==> src/rtl/arbiter4_rr_if.sv <==
// Request/grant bundle between four requesters and the round-robin arbiter.
// The slave modport is the arbiter side; the master modport is the requester side.
interface arbiter4_rr_if;
    logic [3:0] request_i;
    logic [3:0] done_i;
    logic [3:0] grant_o;
    logic [1:0] select_o;
    logic       valid_o;

    modport master (
        output request_i,
        output done_i,
        input  grant_o,
        input  select_o,
        input  valid_o
    );

    modport slave (
        input  request_i,
        input  done_i,
        output grant_o,
        output select_o,
        output valid_o
    );
endinterface

==> src/rtl/arbiter4_rr.sv <==
// Four-way round-robin arbiter with a per-grant hold limit; drives the 4:1 mux select.
// All outputs are flops, and grant/select always update on the same edge.
module arbiter4_rr #(
    parameter int unsigned HOLD_MAX = 16
) (
    input  logic          clock_i,
    input  logic          reset_i,
    arbiter4_rr_if.slave  bus
);

    localparam int unsigned HCW = $clog2(HOLD_MAX + 1);

    typedef enum logic {
        ST_IDLE  = 1'b0,
        ST_GRANT = 1'b1
    } state_e;

    state_e         state_q;
    logic [1:0]     ptr_q;
    logic [HCW-1:0] hcnt_q;
    logic [3:0]     grant_q;
    logic [1:0]     select_q;
    logic           valid_q;

    logic           win_found;
    logic [1:0]     win_idx;
    logic [1:0]     scan_idx;
    logic           release_now;
    logic [HCW-1:0] hcnt_d;

    // Rotating scan from ptr_q; the descending loop lets the nearest requester win.
    // NOTE: every variable gets a default before any branch so no latch is inferred.
    always_comb begin
        win_found = 1'b0;
        win_idx   = ptr_q;
        scan_idx  = ptr_q;
        for (int i = 3; i >= 0; i--) begin
            scan_idx = ptr_q + 2'(i);
            if (bus.request_i[scan_idx]) begin
                win_found = 1'b1;
                win_idx   = scan_idx;
            end
        end
    end

    // Only the current owner's done bit counts; other bits are ignored.
    always_comb begin
        release_now = bus.done_i[select_q]
                    | ~bus.request_i[select_q]
                    | (hcnt_q == HCW'(HOLD_MAX));
        hcnt_d      = hcnt_q + HCW'(1);
    end

    // NOTE: sequential state uses non-blocking assignments so every flop samples pre-edge values.
    always_ff @(posedge clock_i) begin
        if (reset_i) begin
            state_q  <= ST_IDLE;
            ptr_q    <= 2'd0;
            hcnt_q   <= '0;
            grant_q  <= 4'b0000;
            select_q <= 2'd0;
            valid_q  <= 1'b0;
        end else begin
            case (state_q)
                ST_IDLE: begin
                    if (win_found) begin
                        state_q  <= ST_GRANT;
                        grant_q  <= 4'b0001 << win_idx;
                        select_q <= win_idx;
                        valid_q  <= 1'b1;
                        ptr_q    <= win_idx + 2'd1;
                        hcnt_q   <= HCW'(1);
                    end
                end
                ST_GRANT: begin
                    if (!release_now) begin
                        hcnt_q <= hcnt_d;
                    end else if (win_found) begin
                        // Direct handover: ptr_q already points past the releasing owner.
                        grant_q  <= 4'b0001 << win_idx;
                        select_q <= win_idx;
                        valid_q  <= 1'b1;
                        ptr_q    <= win_idx + 2'd1;
                        hcnt_q   <= HCW'(1);
                    end else begin
                        state_q <= ST_IDLE;
                        grant_q <= 4'b0000;
                        valid_q <= 1'b0;
                        hcnt_q  <= '0;
                    end
                end
                default: begin
                    state_q <= ST_IDLE;
                    grant_q <= 4'b0000;
                    valid_q <= 1'b0;
                end
            endcase
        end
    end

    assign bus.grant_o  = grant_q;
    assign bus.select_o = select_q;
    assign bus.valid_o  = valid_q;

endmodule

==> src/flat_wrapper.sv <==
// flat-port wrapper written by rule: the top's interface ports become plain ports
module arbiter4_rr_flat 
#(
    parameter int unsigned HOLD_MAX = 16
)
  (clock_i, reset_i, bus_request_i, bus_done_i, bus_grant_o, bus_select_o, bus_valid_o);
  arbiter4_rr_if bus_i ();
  input  logic clock_i;
  input  logic reset_i;
  input wire logic [$bits(bus_i.request_i)-1:0] bus_request_i;
  input wire logic [$bits(bus_i.done_i)-1:0] bus_done_i;
  output wire logic [$bits(bus_i.grant_o)-1:0] bus_grant_o;
  output wire logic [$bits(bus_i.select_o)-1:0] bus_select_o;
  output wire logic [$bits(bus_i.valid_o)-1:0] bus_valid_o;
  assign bus_i.request_i = bus_request_i;
  assign bus_i.done_i = bus_done_i;
  assign bus_grant_o = bus_i.grant_o;
  assign bus_select_o = bus_i.select_o;
  assign bus_valid_o = bus_i.valid_o;
  arbiter4_rr #(.HOLD_MAX(HOLD_MAX)) u_core (.clock_i(clock_i), .reset_i(reset_i), .bus(bus_i));
endmodule
==> config.mk <==
export PLATFORM = sky130hd
export DESIGN_NAME = arbiter4_rr_flat
export DESIGN_NICKNAME = d
export VERILOG_FILES = /design/src/rtl/arbiter4_rr_if.sv /design/src/rtl/arbiter4_rr.sv /design/src/flat_wrapper.sv
export SDC_FILE = /design/constraint.sdc
export NUM_CORES = 1
export LEC_CHECK = 0
export CAP_MARGIN = 5
export CORE_AREA = 2 2 53 55
export DETAILED_ROUTE_END_ITERATION = 10
export DIE_AREA = 0 0 55 57
export SLEW_MARGIN = 40
export SYNTH_ARGS = -nofsm -noshare
export SYNTH_HDL_FRONTEND = slang
export SYNTH_SLANG_ARGS = --single-unit
==> constraint.sdc <==
create_clock -name clock_i -period 1.6 [get_ports clock_i]
set_clock_uncertainty 0.1 [all_clocks]
set_input_delay 0.24 -clock clock_i [delete_from_list [all_inputs] [get_ports clock_i]]
set_output_delay 0.24 -clock clock_i [all_outputs]
set_load 0.02 [all_outputs]
After elaboration in Yosys (flattened, before gate mapping)
Cells that the tools add are included.
{"block": "word_totals", "reg_bits": 15, "input_bits": 10, "out_inout_bits": 7, "word_cells": 65}
{"block": "classes", "n_addsub": 5, "n_lt_le_gt_ge": 5, "eq_ne": 3, "n_shift": 1, "mux": 40, "bitwise_logic": 4, "n_reduce_logical": 1}
{"cell": "2-to-1 mux 2 bit", "count": 8}
{"cell": "< comparator 2 x 3 -> 1 bit, second input constant", "count": 5}
{"cell": "2-to-1 mux 1 bit", "count": 15}
{"cell": "binary-select mux 1 bit (select 2 bit)", "count": 6}
{"cell": "2-to-1 mux 4 bit", "count": 3}
{"cell": "2-to-1 mux 5 bit", "count": 2}
{"cell": "one-hot mux 5 bit (2 select lines)", "count": 1}
{"cell": "one-hot mux 2 bit (2 select lines)", "count": 2}
{"cell": "one-hot mux 4 bit (2 select lines)", "count": 1}
{"cell": "adder 5 x 1 -> 5 bit, second input constant", "count": 1}
{"cell": "equality test 5 bit, second input constant", "count": 1}
{"cell": "adder 2 x 1 -> 2 bit, second input constant", "count": 2}
{"cell": "adder 2 bit, second input constant", "count": 2}
{"cell": "one-hot mux 1 bit (2 select lines)", "count": 2}
{"cell": "<< shifter 1 x 2 -> 4 bit, first input constant", "count": 1}
{"cell": "!= test 2 x 1 -> 1 bit, second input constant", "count": 1}
{"cell": "!= test 2 bit, second input constant", "count": 1}
{"cell": "inverter 1 bit", "count": 2}
{"cell": "OR 1 bit", "count": 2}
{"cell": "AND reduction 2 bit", "count": 1}

Logic depth before layout (Yosys ltp)
Gate-level depths: netlist (run 1).
{"block": "depth", "word_depth": 11, "depth_mapped": 8, "depth_no_buf": 7}

Worst setup path after synthesis (run 1)
No wires, ideal clock.
{"block": "synth_path", "path_kind": "register -> register", "startpoint": "register u_core.ptr_q[1]", "endpoint": "register u_core.ptr_q[1]", "setup_ps": 59, "t_arrival_ps": 1602, "t_required_ps": 1441, "path_slack_ps": -161, "stages_incl_launch_ff": 8, "path_buffers": 1, "synth_period_minus_slack_ps": 1761, "cell_sequence": "dfxtp_1 -> clkbuf_1 -> nor2_1 -> a221o_1 -> o22ai_1 -> ha_1 -> o311ai_0 -> o211a_1"}
{"block": "synth_via", "elab_chain_cells": 11, "word_cells_on_any_way": 23, "cone_classes": "4 x add/sub; 19 x mux"}
{"element": "from (decl)", "line": "arbiter4_rr.sv:19", "source": "logic [1:0] ptr_q;"}
{"element": "from (signal assigned)", "line": "arbiter4_rr.sv:71", "source": "ptr_q <= win_idx + 2'd1;"}
{"element": "from (signal assigned)", "line": "arbiter4_rr.sv:83", "source": "ptr_q <= win_idx + 2'd1;"}
{"element": "adder 2 bit", "line": "arbiter4_rr.sv:38", "source": "scan_idx = ptr_q + 2'(i);"}
{"element": "binary-select mux 1 bit (select 2 bit)", "line": "arbiter4_rr.sv:39", "source": "if (bus.request_i[scan_idx]) begin"}
{"element": "2-to-1 mux 1 bit (not written as such)", "line": "arbiter4_rr.sv:39"}
{"element": "2-to-1 mux 2 bit (4 in a row)", "line": "arbiter4_rr.sv:39"}
{"element": "adder 2 x 1 -> 2 bit", "line": "arbiter4_rr.sv:71, arbiter4_rr.sv:83"}
{"element": "2-to-1 mux 2 bit (*)", "line": "arbiter4_rr.sv:66, arbiter4_rr.sv:78"}
{"element": "2-to-1 mux 2 bit", "line": "arbiter4_rr.sv:76", "source": "if (!release_now) begin"}
{"element": "one-hot mux 2 bit (2 select lines) (*)", "line": "arbiter4_rr.sv:64", "source": "case (state_q)"}
Every way passes the cells marked *; elsewhere a longest branch is shown, timed or not. The select of a mux whose other input is x is not followed.
A chain may end at the register's enable or synchronous reset.

Final worst setup path (run 1)
{"block": "layout_path", "startpoint": "register u_core.ptr_q[1]", "endpoint": "register u_core.grant_q[0], in the netlist u_core.bus.grant_o[0]"}
{"block": "layout_via", "elab_chain_cells": 11, "word_cells_on_any_way": 26, "cone_classes": "3 x add/sub; 1 x eq/ne; 1 x shift; 20 x mux; 1 x reduce/logical"}
{"element": "adder 2 bit", "line": "arbiter4_rr.sv:38"}
{"element": "binary-select mux 1 bit (select 2 bit)", "line": "arbiter4_rr.sv:39"}
{"element": "2-to-1 mux 1 bit (not written as such)", "line": "arbiter4_rr.sv:39"}
{"element": "2-to-1 mux 2 bit (4 in a row)", "line": "arbiter4_rr.sv:39"}
{"element": "<< shifter 1 x 2 -> 4 bit", "line": "arbiter4_rr.sv:68, arbiter4_rr.sv:80"}
{"element": "2-to-1 mux 4 bit", "line": "arbiter4_rr.sv:78", "source": "end else if (win_found) begin"}
{"element": "2-to-1 mux 4 bit", "line": "arbiter4_rr.sv:76"}
{"element": "one-hot mux 4 bit (2 select lines)", "line": "arbiter4_rr.sv:64"}
{"element": "to (signal assigned)", "line": "arbiter4_rr.sv:68", "source": "grant_q <= 4'b0001 << win_idx;"}
{"element": "to (signal assigned)", "line": "arbiter4_rr.sv:80", "source": "grant_q <= 4'b0001 << win_idx;"}
{"element": "to (decl)", "line": "arbiter4_rr.sv:21", "source": "logic [3:0] grant_q;"}
Several ways; a longest one is shown, not always the timed one. The select of a mux whose other input is x is not followed.

==> results of run 1 <==
==> worst max-delay path: cells and delay by family, from the launching register on <==
family                     cells  cell delay (ps)
AOI/OAI and AO/OA              3              820
DFF                            1              370
adders and majority gates      1              210
and+or+nand+nor                1               40
buffers and inverters          1               30
==> cell usage in the layout, fill, tap and decap left out, types with 4 or more instances in the layout <==
cell,count
clkdlybuf4s50_1,4
dlymetal6s2s_1,6
inv_2,4
nand2_1,15
dfxtp_1,9
nor2_1,4
dlygate4sd2_1,5
buf_4,21
a21oi_1,5
inv_1,7
dfxtp_2,4
nor2b_1,5
==> flip-flops by register name, summed over array words and instances (netlist names) <==
register             flops
u_core.bus.grant_o       4
u_core.bus.select_o      2
u_core.bus.valid_o       1
u_core.hcnt_q            5
u_core.ptr_q             2
u_core.state_q           1
==> area by class of cell <==
| class | instances | area [sq um] | share of cell area [%] |
|---|---|---|---|
| multi-input cells | 82 | 807 | 50.2 |
| inverters | 11 | 41.3 | 2.57 |
| flip-flops and latches | 15 | 313 | 19.5 |
| clock buffers | 3 | 22.5 | 1.40 |
| repair buffers | 41 | 380 | 23.7 |
| clock inverters | 1 | 5.00 | 0.311 |
| well taps | 31 | 38.8 | 2.41 |
==> cells by family (layout without fill, tap and decap cells) <==
kind of cell	Yosys count	after routing	share of synthesized area (%)
mux	2	2	2.03
simple gates	39	39	20.8
compound gates	35	35	33.3
flops	15	15	30.4
buf+inv	15	56	5.83
fa+ha+maj	6	6	7.60
==> where the power goes <==
| part | internal [mW] | leakage, nW | switching [mW] |
|---|---|---|---|
| sequential | 0.446 | 0.126 | 0.0657 |
| combinational | 0.401 | 0.567 | 0.390 |
| clock | 0.0929 | 0.0177 | 0.129 |
==> timing repair <==
action / in CTS / in global routing
endpoints found under the setup margin: 16 / 19
gates resized for setup: 28 / 32
cloned: 0 / 0
pin swaps: 12 / 14
setup buffers: 3 / 3
==> worst max-delay path by stage <==
stage                                start                      to  slack (ps)  cells after the start
after floorplan            u_core.ptr_q[1]         u_core.ptr_q[1]         -30                      7
after global placement    bus_request_i[2]         u_core.ptr_q[1]        -490                      7
after detailed placement  bus_request_i[2]      u_core.bus.valid_o        -550                      6
after CTS                 u_core.hcnt_q[1]  u_core.bus.select_o[1]         -50                      6
after global routing       u_core.ptr_q[1]   u_core.bus.grant_o[0]        -120                      6
final                      u_core.ptr_q[1]   u_core.bus.grant_o[0]         -40                      6
==> metal layers <==
metal | part of all wire (%) | global-route usage, %
met5 | 0 | 0
met3 | 2.4 | 2.36
met4 | 2.3 | 5.23
met2 | 53 | 33.0
met1 | 42 | 25.2
==> per-stage QoR <==
step	hold WS (ps)	worst slack, ps	power [mW]	setup TNS, ps	utilization [%]
CTS	392	-45.5	1.41	-115	56.0
finish	370	-41.2	1.52	-145	61.5
floorplan	358	-27.8	0.864	-27.8	-
global route	406	-118	1.63	-691	61.5
detailed placement	358	-546	1.12	-6300	50.5
global placement	357	-490	1.12	-6030	50.5
==> impl_results.md, run 1 <==
- Run status: complete, but fails checks
- Hold Path Stages: 2
- Pin count of the biggest net entering global routing: 10
- Die width: 55 microns
- CP endpoint kind: flop
- Area delta synth->final: 62.9%
- Vias: 1,003
- Routed Antenna Nets: 0
- Tot GR Track Use: 19.4%
- Mapped Cells: 112
- CTS tree: built
- RSZ-0062 raised after global routing: true
- Filler cell count in the final layout: 233
- Total congestion overflow: 0
- Synthesized flop and latch total: 15
- Final Hold Viols: 0
- Syn. warnings: 0
- Initial Util: 37.8%
- Net Count, Synth: 128
- Worst rel slew slack: 69.4%
- Clock buffer depth: 2
- Synth area leaders: dfxtp_1 30%, ha_1 7.6%, nand2_1 6.1%
- Post-synth top flop: dfxtp_1
- Row cnt: 19
- Syn Std Cell Area: 987 sq um
- CTS Root Cell: clkbuf_4
- Total Wirelength: 2740 microns
- Critical path arrival: 1750 ps
- Most common cell in the netlist: nand2_1
- DRC viols: 0
- Worst Path Required: 1710 ps
- RD Place Congestion: 0.767
- Vias/cell: 5.45
- Dpl cell area: 1320 sq um
- Critical path fanouts, max: 4
- Slowest cell on crit path: dfxtp_4
- DRT Pass-1 Iters: 4
- Post-Layout Cell Count: 184
- Total die area: 3140 sq um
- Crit path time final: 1640 ps
- Worst vdd rail ir drop: 0.000704 V
- Tightest Hold Check Type: flop to flop
- Type of origin of the critical path: flop
- Worst slew pin tran: 459 ps
- Io pins: 17
- Num CTS Buffers: 3
- Port Buffers: 16
- Worst Reg-to-Reg Cells: 6
- Slew Limit Fails: 0
- N_diodes: 0
- Syn avg cell area: 8.81 sq um
- Design area: 1610 sq um
- CTS Hold Bufs: 0
- Worst R2R Setup Slack: -40 ps
- Final setup violation count: 5
- H-tree Lvls: 1
- Worst hold start: u_core.bus.valid_o
- Largest area contributor in the netlist: dfxtp_1
- Clk slew on worst S/H paths: 100 ps
- Skew-Pair Late Insertion Delay: 290 ps
- Routed length per instance: 14.9 microns
- DP Wirelength: 1880 microns
- Failing checks: setup timing
- Vias in the first global route: 1,015
- Seq/Total Area, Yosys: 30.4%
- Crit-path cells: nor2_2 > a221o_1 > o22ai_4 > ha_2 > inv_2 > o32ai_2
- Async SR Flop Fraction: 0%
- Power density over cell area: 948 nW/um^2
- Reg-to-Reg Start: u_core.ptr_q[1]
- Commonest cells in the netlist: 16 x nand2_1, 15 x dfxtp_1, 11 x inv_1
- FMAX: 609 MHz
- DRT iter0 DRCs: 4
- Netlist cell types: 41
- Post-synth EDFFs: 0
- Pleak: 0.711 nW
- Hold Path End: u_core.bus.valid_o
- CTS sink count: 15
- Global-route wire length before repair: 4560 microns
- Cell count after placement: 174
- Yosys top cell area share: 30.4%
- Max_cap viols: 0
- Initial antenna violation count: 0
- CP peak stage delay: 370 ps
- Layout cells sized above 1: 44.4%
- Final net count: 170
- Worst r2r dst: u_core.bus.grant_o[0]
- Final Cycle Share: 103%
- Setup CP Type: flop to flop
- Die Y: 57 microns
- Core area: 2620 sq um
- Setup ws final: -41.2 ps
Note: power is estimated with default switching activity, not from simulation.
==> run 2: changes to the inputs <==
--- a/config.mk
+++ b/config.mk
@@ -9,6 +9,7 @@
 export CORE_AREA = 2 2 53 55
 export DETAILED_ROUTE_END_ITERATION = 10
 export DIE_AREA = 0 0 55 57
+export GPL_TIMING_DRIVEN = 0
 export SLEW_MARGIN = 40
 export SYNTH_ARGS = -nofsm -noshare
 export SYNTH_HDL_FRONTEND = slang
==> run 2 against run 1 <==
The run still ends with setup timing left. Worst hold slack worse by 63 ps. Critical path type unchanged. Register-to-register slack worse by 20 ps. Design area fell by 12%. Routed wire length is 7.7% lower.
==> impl_results.md, run 2 (synthesis results as in run 1) <==
- Total congestion overflow: 0
- Commonest cells after routing, fill and taps aside: 15 x nand2_1, 8 x dfxtp_1, 7 x inv_1
- Power density over cell area: 1030 nW/um^2
- Clock buffer depth: 2
- Slew Limit Fails: 0
- Global-route wire length before repair: 4050 microns
- Tightest Hold Check Type: primary input to flop
- Max reg flops: 5
- Worst Path Required: 1690 ps
- Most common cell after layout, fill and taps aside: nand2_1
- Total Wirelength: 2530 microns
- DRC viols: 0
- Worst slew pin tran: 554 ps
- Area delta synth->final: 42.6%
- Total die area: 3140 sq um
- DRT iter0 DRCs: 7
- Pleak: 0.565 nW
- Layout cells sized above 1: 40.6%
- Row cnt: 19
- FMAX: 603 MHz
- Final net count: 150
- Setup ws final: -59.6 ps
- Core area: 2620 sq um
- Max_cap viols: 0
- Setup CP Type: flop to flop
- Total power: 1.45 mW
- WL met3: 94 microns
- H-tree Lvls: 1
- Run status: complete, but fails checks
- RD Place Congestion: 0.755
- Pin count of the biggest net entering global routing: 11
- Metal-1 WL: 1130 microns
- Routed Antenna Nets: 0
- CTS sink count: 15
- Tot GR Track Use: 17.5%
- Type of origin of the critical path: flop
- Initial antenna violation count: 0
- Critical path arrival: 1750 ps
- DRT Pass-1 Iters: 4
- Routed length per instance: 15.4 microns
- Port Buffers: 14
- Largest reg by FF count: u_core.hcnt_q
- CTS Hold Bufs: 0
- CTS Root Cell: clkbuf_4
- Final Hold Viols: 0
- Metal2 WL: 1240 microns
- Failing checks: setup timing
- CP endpoint kind: flop
- Final Cycle Share: 104%
- CTS tree: built
- Worst rel slew slack: 63.1%
- Vias/cell: 5.67
- Crit path time final: 1660 ps
- N_diodes: 0
- Vias: 930
- Critical path fanouts, max: 6
- Uppermost routed layer: met4
- Die width: 55 microns
- Initial Util: 37.8%
- Clk slew on worst S/H paths: 100 ps
- Worst vdd rail ir drop: 0.000600 V
- RSZ-0062 raised after global routing: true
- Die Y: 57 microns
- Num CTS Buffers: 3
- Filler cell count in the final layout: 248
- Io pins: 17
- DP Wirelength: 1710 microns
- Final Core Density: 53.8%
- Vias in the first global route: 927
- Final setup violation count: 4
- Skew-Pair Late Insertion Delay: 290 ps
## run 2: timing repair
action,4_1_cts,5_1_grt
setup endpoints to repair,17,15
resized for setup,23,36
endpoints found under the hold margin,0,0
setup buffers,2,2
pin swaps,5,12
## run 2: layout make-up
cell class                 instances  area, sq um  area share, %
buffer                             3         15.0           1.07
clock buffer                       3         22.5           1.60
clock inverter                     1         5.00          0.356
inverter                          11         41.3           2.93
multi-input combinational         82          806           57.2
sequential                        15          314           22.3
tap                               31         38.8           2.76
timing repair buffer              18          165           11.7
## run 2: worst paths after layout
check / start / to / slack [ps] / cells after the start
min: reset_i / u_core.hcnt_q[4] / 310 / 2
max reg2reg: u_core.hcnt_q[0] / u_core.ptr_q[1] / -60 / 7
max: u_core.hcnt_q[0] / u_core.ptr_q[1] / -60 / 7
min reg2reg: u_core.bus.grant_o[2] / u_core.bus.grant_o[2] / 370 / 2
## run 2: report_power, final
part           switching [mW]  internal, mW  total, mW
logic                   0.376         0.332      0.709
clock network           0.134        0.0931      0.227
registers              0.0677         0.444      0.511
total                   0.578         0.869       1.45
## run 2: layer usage
layer	vias to the layer above	GRT usage (%)
met4	0	6.27
met3	7	2.88
met5	-	0
met2	14	29.1
met1	449	22.2
li1	460	-
## run 2: critical path: stages, from the launching register on
cell	delay [ps]
dfxtp_4	370
inv_2	60
ha_4	130
nand2_4	60
o32ai_4	400
buf_4	190
o311ai_4	90
o211a_1	150
## run 2: through the flow
stage / setup TNS (ps) / instance area (sq um) / instances / worst slack [ps] / hold slack (ps)
3_5_place_dp: -6840 / 1180 / 157 / -636 / 358
3_3_place_gp: -6500 / 1180 / 157 / -619 / 350
4_1_cts: -551 / 1290 / 163 / -144 / 286
6_report: -134 / 1410 / 164 / -59.6 / 306
5_1_grt: -645 / 1410 / 164 / -119 / 353
2_1_floorplan: -27.8 / 1000 / 112 / -27.8 / 358
